===== config.mk =====
export PLATFORM = sky130hd
export DESIGN_NAME = pipe_hazard_chain
export DESIGN_NICKNAME = d
export VERILOG_FILES = /design/src/rtl/pipe_hazard_chain.sv
export SDC_FILE = /design/constraint.sdc
export NUM_CORES = 1
export LEC_CHECK = 0
export BUFFER_PORTS_ARGS = -buffer_cell sky130_fd_sc_hd__buf_2
export CAP_MARGIN = 5
export CORE_ASPECT_RATIO = 0.8
export CORE_MARGIN = 2
export CORE_UTILIZATION = 54
export CTS_CLUSTER_SIZE = 14
export DETAILED_ROUTE_END_ITERATION = 6
export PLACE_DENSITY = 0.95
export SLEW_MARGIN = 25
export SYNTH_ARGS = -nofsm -noshare
export SYNTH_HDL_FRONTEND = slang
export SYNTH_SLANG_ARGS = --single-unit

===== constraint.sdc =====
create_clock -name clk -period 5.6 [get_ports clk]
set_input_delay 1.12 -clock clk [delete_from_list [all_inputs] [get_ports clk]]
set_output_delay 1.12 -clock clk [all_outputs]
set_load 0.02 [all_outputs]

===== src/rtl/pipe_hazard_chain.sv =====
// In-order record chain behind decode: carries per-instruction results to writeback,
// and picks forwarding sources / load-use stalls for the two decode read ports.
module pipe_hazard_chain #(
  parameter int STAGES = 3,
  parameter int DATA_W = 32,
  parameter int AW     = 5,
  parameter int TNEW_W = 2,
  parameter int EXC_W  = 5,
  localparam int SEL_W = $clog2(STAGES + 1)
) (
  input  logic                     clk,
  input  logic                     reset,
  input  logic                     in_valid,
  input  logic [DATA_W-1:0]        in_data,
  input  logic [AW-1:0]            in_wa,
  input  logic                     in_we,
  input  logic [TNEW_W-1:0]        in_tnew,
  input  logic [EXC_W-1:0]         in_exc,
  input  logic                     in_bd,
  input  logic                     stall,
  input  logic                     flush,
  input  logic [STAGES-1:0]        upd_en,
  input  logic [STAGES*DATA_W-1:0] upd_data,
  input  logic [AW-1:0]            rd_a1,
  input  logic [AW-1:0]            rd_a2,
  input  logic [TNEW_W-1:0]        tuse1,
  input  logic [TNEW_W-1:0]        tuse2,
  output logic                     stall_req,
  output logic [SEL_W-1:0]         fwd_sel1,
  output logic [SEL_W-1:0]         fwd_sel2,
  output logic [DATA_W-1:0]        fwd_data1,
  output logic [DATA_W-1:0]        fwd_data2,
  output logic                     out_valid,
  output logic                     out_we,
  output logic [AW-1:0]            out_wa,
  output logic [DATA_W-1:0]        out_data,
  output logic [EXC_W-1:0]         out_exc,
  output logic                     out_bd
);

  typedef struct packed {
    logic              valid;
    logic [DATA_W-1:0] data;
    logic [AW-1:0]     wa;
    logic              we;
    logic [TNEW_W-1:0] tnew;
    logic [EXC_W-1:0]  exc;
    logic              bd;
  } rec_t;

  rec_t              stg_q [STAGES];
  rec_t              stg_d [STAGES];
  logic [DATA_W-1:0] cur_data [STAGES];
  logic [STAGES-1:0] eff_we;

  // A stage's "current" value already includes a result produced this cycle.
  always_comb begin
    for (int k = 0; k < STAGES; k++) begin
      cur_data[k] = upd_en[k] ? upd_data[k*DATA_W +: DATA_W] : stg_q[k].data;
      eff_we[k]   = stg_q[k].valid & stg_q[k].we & (stg_q[k].wa != '0);
    end
  end

  always_comb begin
    for (int k = 0; k < STAGES; k++) begin
      stg_d[k] = '0;
    end
    if (in_valid && !stall) begin
      stg_d[0].valid = 1'b1;
      stg_d[0].data  = in_data;
      stg_d[0].wa    = in_wa;
      stg_d[0].we    = in_we;
      stg_d[0].tnew  = in_tnew;
      stg_d[0].exc   = in_exc;
      stg_d[0].bd    = in_bd;
    end
    for (int k = 0; k < STAGES - 1; k++) begin
      stg_d[k+1]      = stg_q[k];
      stg_d[k+1].data = cur_data[k];
      stg_d[k+1].tnew = (stg_q[k].tnew == '0) ? '0 : stg_q[k].tnew - TNEW_W'(1);
    end
    if (flush) begin
      for (int k = 0; k < STAGES; k++) begin
        stg_d[k] = '0;
      end
    end
  end

  always_ff @(posedge clk or negedge reset) begin
    if (!reset) begin
      for (int k = 0; k < STAGES; k++) begin
        stg_q[k] <= '0;
      end
    end else begin
      for (int k = 0; k < STAGES; k++) begin
        stg_q[k] <= stg_d[k];
      end
    end
  end

  logic [AW-1:0]     rd_a    [2];
  logic [TNEW_W-1:0] tuse    [2];
  logic              hz_stall[2];
  logic [SEL_W-1:0]  hz_sel  [2];
  logic [DATA_W-1:0] hz_data [2];

  assign rd_a[0] = rd_a1;
  assign rd_a[1] = rd_a2;
  assign tuse[0] = tuse1;
  assign tuse[1] = tuse2;

  // Youngest matching writer is the producer; once found, older stages are ignored.
  always_comb begin
    logic found;
    found = 1'b0;
    for (int p = 0; p < 2; p++) begin
      hz_stall[p] = 1'b0;
      hz_sel[p]   = '0;
      hz_data[p]  = '0;
      found       = 1'b0;
      for (int k = 0; k < STAGES; k++) begin
        if (!found && (rd_a[p] != '0) && eff_we[k] && (stg_q[k].wa == rd_a[p])) begin
          found = 1'b1;
          if ((stg_q[k].tnew == '0) || upd_en[k]) begin
            hz_sel[p]  = SEL_W'(k + 1);
            hz_data[p] = cur_data[k];
          end else if (stg_q[k].tnew > tuse[p]) begin
            hz_stall[p] = 1'b1;
          end
        end
      end
    end
  end

  assign stall_req = hz_stall[0] | hz_stall[1];
  assign fwd_sel1  = hz_sel[0];
  assign fwd_sel2  = hz_sel[1];
  assign fwd_data1 = hz_data[0];
  assign fwd_data2 = hz_data[1];

  assign out_valid = stg_q[STAGES-1].valid;
  assign out_we    = eff_we[STAGES-1];
  assign out_wa    = stg_q[STAGES-1].wa;
  assign out_data  = stg_q[STAGES-1].data;
  assign out_exc   = stg_q[STAGES-1].exc;
  assign out_bd    = stg_q[STAGES-1].bd;

endmodule


==> out/metrics.csv <==
stage,metric,value,unit
worst_setup_path,startpoint_type,primary input,
clock_tree,hold_buffers,0,
yosys,ys_ff_latch,141,
timing,rsz0062_at_grt,no,
grt,overflow,0,
timing,slew_viol_final,0,
timing,period_needed,4.62,ns
drt,topRoutingLayerUsed,met4,
yosys,yosysUniqueCellTypes,43,
floorplanning,die_area,15000,µm²
floorplanning,ioPinCount,278,
clock_tree,root_buffer,clkbuf_16,
worst_setup_path,worstPathArrival,3.50,ns
worst_setup_path,reg2reg_slack,4.58,ns
worst_setup_path,r2r_cells,2,
drt,route.detailed.drc,0,
yosys,synth_cells,714,
yosys,syn_avg_cell_area,10.6,µm²
timing,finalSetupViolCount,0,
worst_hold_path,worstHoldStart,stg_q[99],
clock_tree,cts.sinks,141,
final_layout,drive_gt1_frac,0.381,
final_layout,layout_common_cells,"buf_2, dfrtp_1, nand2_1, mux2i_1, nor2b_1",
drt,via_count,6496,
yosys,syn_area,7570,µm²
drt,postRouteAntennaNets,0,
timing,setup_tns,0,ns
worst_setup_path,cp_common_cell,buf_2,
worst_setup_path,crit_start,rd_a2[2],
yosys,syn-num-nets,890,
worst_setup_path,crit_buf_inv,3,
floorplanning,num_rows,38,
yosys,yosys-top-cells-area,"dfrtp_1, mux2i_1, o221ai_1, nor2b_1, mux2_2",
drt,met1_length,8.67,mm
clock_tree,cts_buffers,17,
clock_tree,postCtsResizedCells,0,
final_layout,fin_nets,1109,
grt,grt_pass1_wl,33.5,mm
power,p_switching,0.602,mW
yosys,ys_seq_area_frac,0.466,
timing,fmax,216,MHz
clock_tree,clk_latency,0.41,ns
power,p_sw_frac,0.236,
clock_tree,clkTransAtPathRegs,0.06,ns
drt,dr.pass1.iters,4,
yosys,synth-main-ff-cell,dfrtp_1,
timing,clock_skew,0.00727,ns
timing,fin_crit_sh,0.826,
drt,wl_met3,1.83,mm
worst_hold_path,whs_endpoint,stg_q[52],
worst_setup_path,crit_chain,buf_2 -> xor2_1 -> nor4_1 -> nand3b_1 -> and4bb_1 -> nand2_1 -> buf_12 -> o221ai_1 -> buf_2,
power,p_per_area,270,nW/µm²
drt,drt_wl_total,22.4,mm
clock_tree,cts.path.max_buffers,2,
worst_setup_path,crit_cells,9,
yosys,yosys.area.top_type,dfrtp_1,
placed_design,dp_hpwl,15.3,mm
floorplanning,fp.dieW,136,µm
flow_run,maxCapViolations,0,
yosys,synth_enable_flop_cells,0,
status,status,finished clean,
placed_design,gp_congestion,0.863,
timing,hold_viol,0,
drt,viasPerCell,5.77,
clock_tree,htreeDepth,4,
power,ir_drop,0.000207,V
grt,grt_max_degree,108,
clock_tree,postCtsSetupBuffers,0,
worst_setup_path,required,4.48,ns
worst_hold_path,hp-class,reg -> reg,
timing,worst_slew_pin_slew,1.03,ns
placed_design,port_buffers,277,
worst_setup_path,worstPathMaxFanout,20,
drt,routedWlPerCell,19.9,µm
power,sequentialPowerShare,0.419,
worst_setup_path,cp_slowest_cell,nand2_1,
worst_setup_path,endpoint_kind,primary output,
grt,antenna_found_initial,0,
floorplanning,core_area,13600,µm²
yosys,synth_top_area_share,0.466,
final_layout,layout_commonest_cell,buf_2,
clock_tree,cts_tree,built,
yosys,synth-async-reset-ratio,1.00,
timing,relSlewSlack,0.314,
power,pwr-share-comb,0.110,
worst_setup_path,r2r_start,stg_q[108],
grt,grt_pass1_vias,6570,
drt,drt_iter0_drc,461,
power,clockPowerShare,0.471,
worst_setup_path,cp_top_family,simple AND/OR/NAND/NOR gates,
worst_setup_path,cpPeakStageDelay,0.58,ns
yosys,ys.warnings.count,0,
worst_setup_path,r2r_end,stg_q[61],
power,internal-power,1.95,mW
drt,wl_met2,11.3,mm
final_layout,area.growth.synth_to_final,24.7,%
worst_hold_path,whs_path_depth,1,
worst_setup_path,critical_path_class,in -> out,
power,total_power,2.55,mW
floorplanning,fp.dieH,110,µm
floorplanning,initial_core_util,0.555,
grt,track_usage,0.299,
power,power.leakage,5.03,nW
[registers in the layout, indices dropped and copies added, names as in the netlist]
name       flops
out_bd         1
out_data      32
out_exc        5
out_valid      1
out_wa         5
stg_q         97
[worst register-to-register path, cell delays in order (launching register included)]
cell and delay [ns]:
dfrtp_1 0.36, mux2_2 0.32, nor2b_1 0.17
[synth_stat cells, types with 19 or more instances]
cell,number
and2_1,46
buf_4,42
clkbuf_1,32
dfrtp_1,141
mux2_2,31
mux2i_1,66
nand2_1,72
nor2_1,41
nor2b_1,60
o221ai_1,57
xor2_1,19
[cell type report]
type | count | area (µm²)
Fill cell | 997 | 4210
Clock buffer | 21 | 470
Antenna cell | 1 | 2.50
Inverter | 12 | 45.0
Clock inverter | 10 | 163
Tap cell | 180 | 225
Sequential cell | 141 | 3530
Timing Repair Buffer | 289 | 1530
Multi-Input combinational cell | 472 | 3480
[through the flow]
step	hold WS (ns)	std cells	setup slack, ns	utilization	area, µm²
after global placement	0.441	1094	1.18	0.645	8800
after detailed placement	0.446	1094	1.11	0.645	8800
after floorplan	0.432	714	1.76	-	7570
after CTS	0.460	1125	1.09	0.691	9430
final	0.459	1126	0.976	0.692	9440
after global routing	0.485	1125	0.907	0.691	9440
[how the worst max path moves through the flow]
stage | end | slack, ns
after floorplan | fwd_data1[31] | 1.76
after global placement | fwd_data2[31] | 1.18
after detailed placement | fwd_data2[31] | 1.11
after CTS | fwd_data1[9] | 1.09
after global routing | fwd_data2[31] | 0.91
final | fwd_data2[31] | 0.98
[logic make-up (layout without fill, tap and decap cells)]
group | after synthesis | in the layout | synth area share
AOI/OAI and AO/OA | 82 | 82 | 0.0962
xor gates and xnor gates | 30 | 30 | 0.0347
adders and majority gates | 12 | 12 | 0.0198
buffers and inverters | 101 | 332 | 0.0749
DFF | 141 | 141 | 0.466
muxes | 97 | 97 | 0.133
other | 0 | 1 | 0
and+or+nand+nor | 251 | 251 | 0.175
[layer usage]
metal	vias to the layer above	GRT usage
met5	-	0
met4	0	0.132
met3	66	0.0761
met2	376	0.520
met1	3166	0.351
li1	2888	-
[power by group through the flow]
| stage | clock (mW) | combinational, mW | sequential, mW |
|---|---|---|---|
| floorplan | 0 | 0.167 | 1.08 |
| global placement | 0 | 0.268 | 1.09 |
| detailed placement | 0 | 0.277 | 1.09 |
| CTS | 1.21 | 0.279 | 1.07 |
| global route | 1.26 | 0.305 | 1.07 |
| finish | 1.20 | 0.280 | 1.07 |
Power figures use the tool's default switching activity.
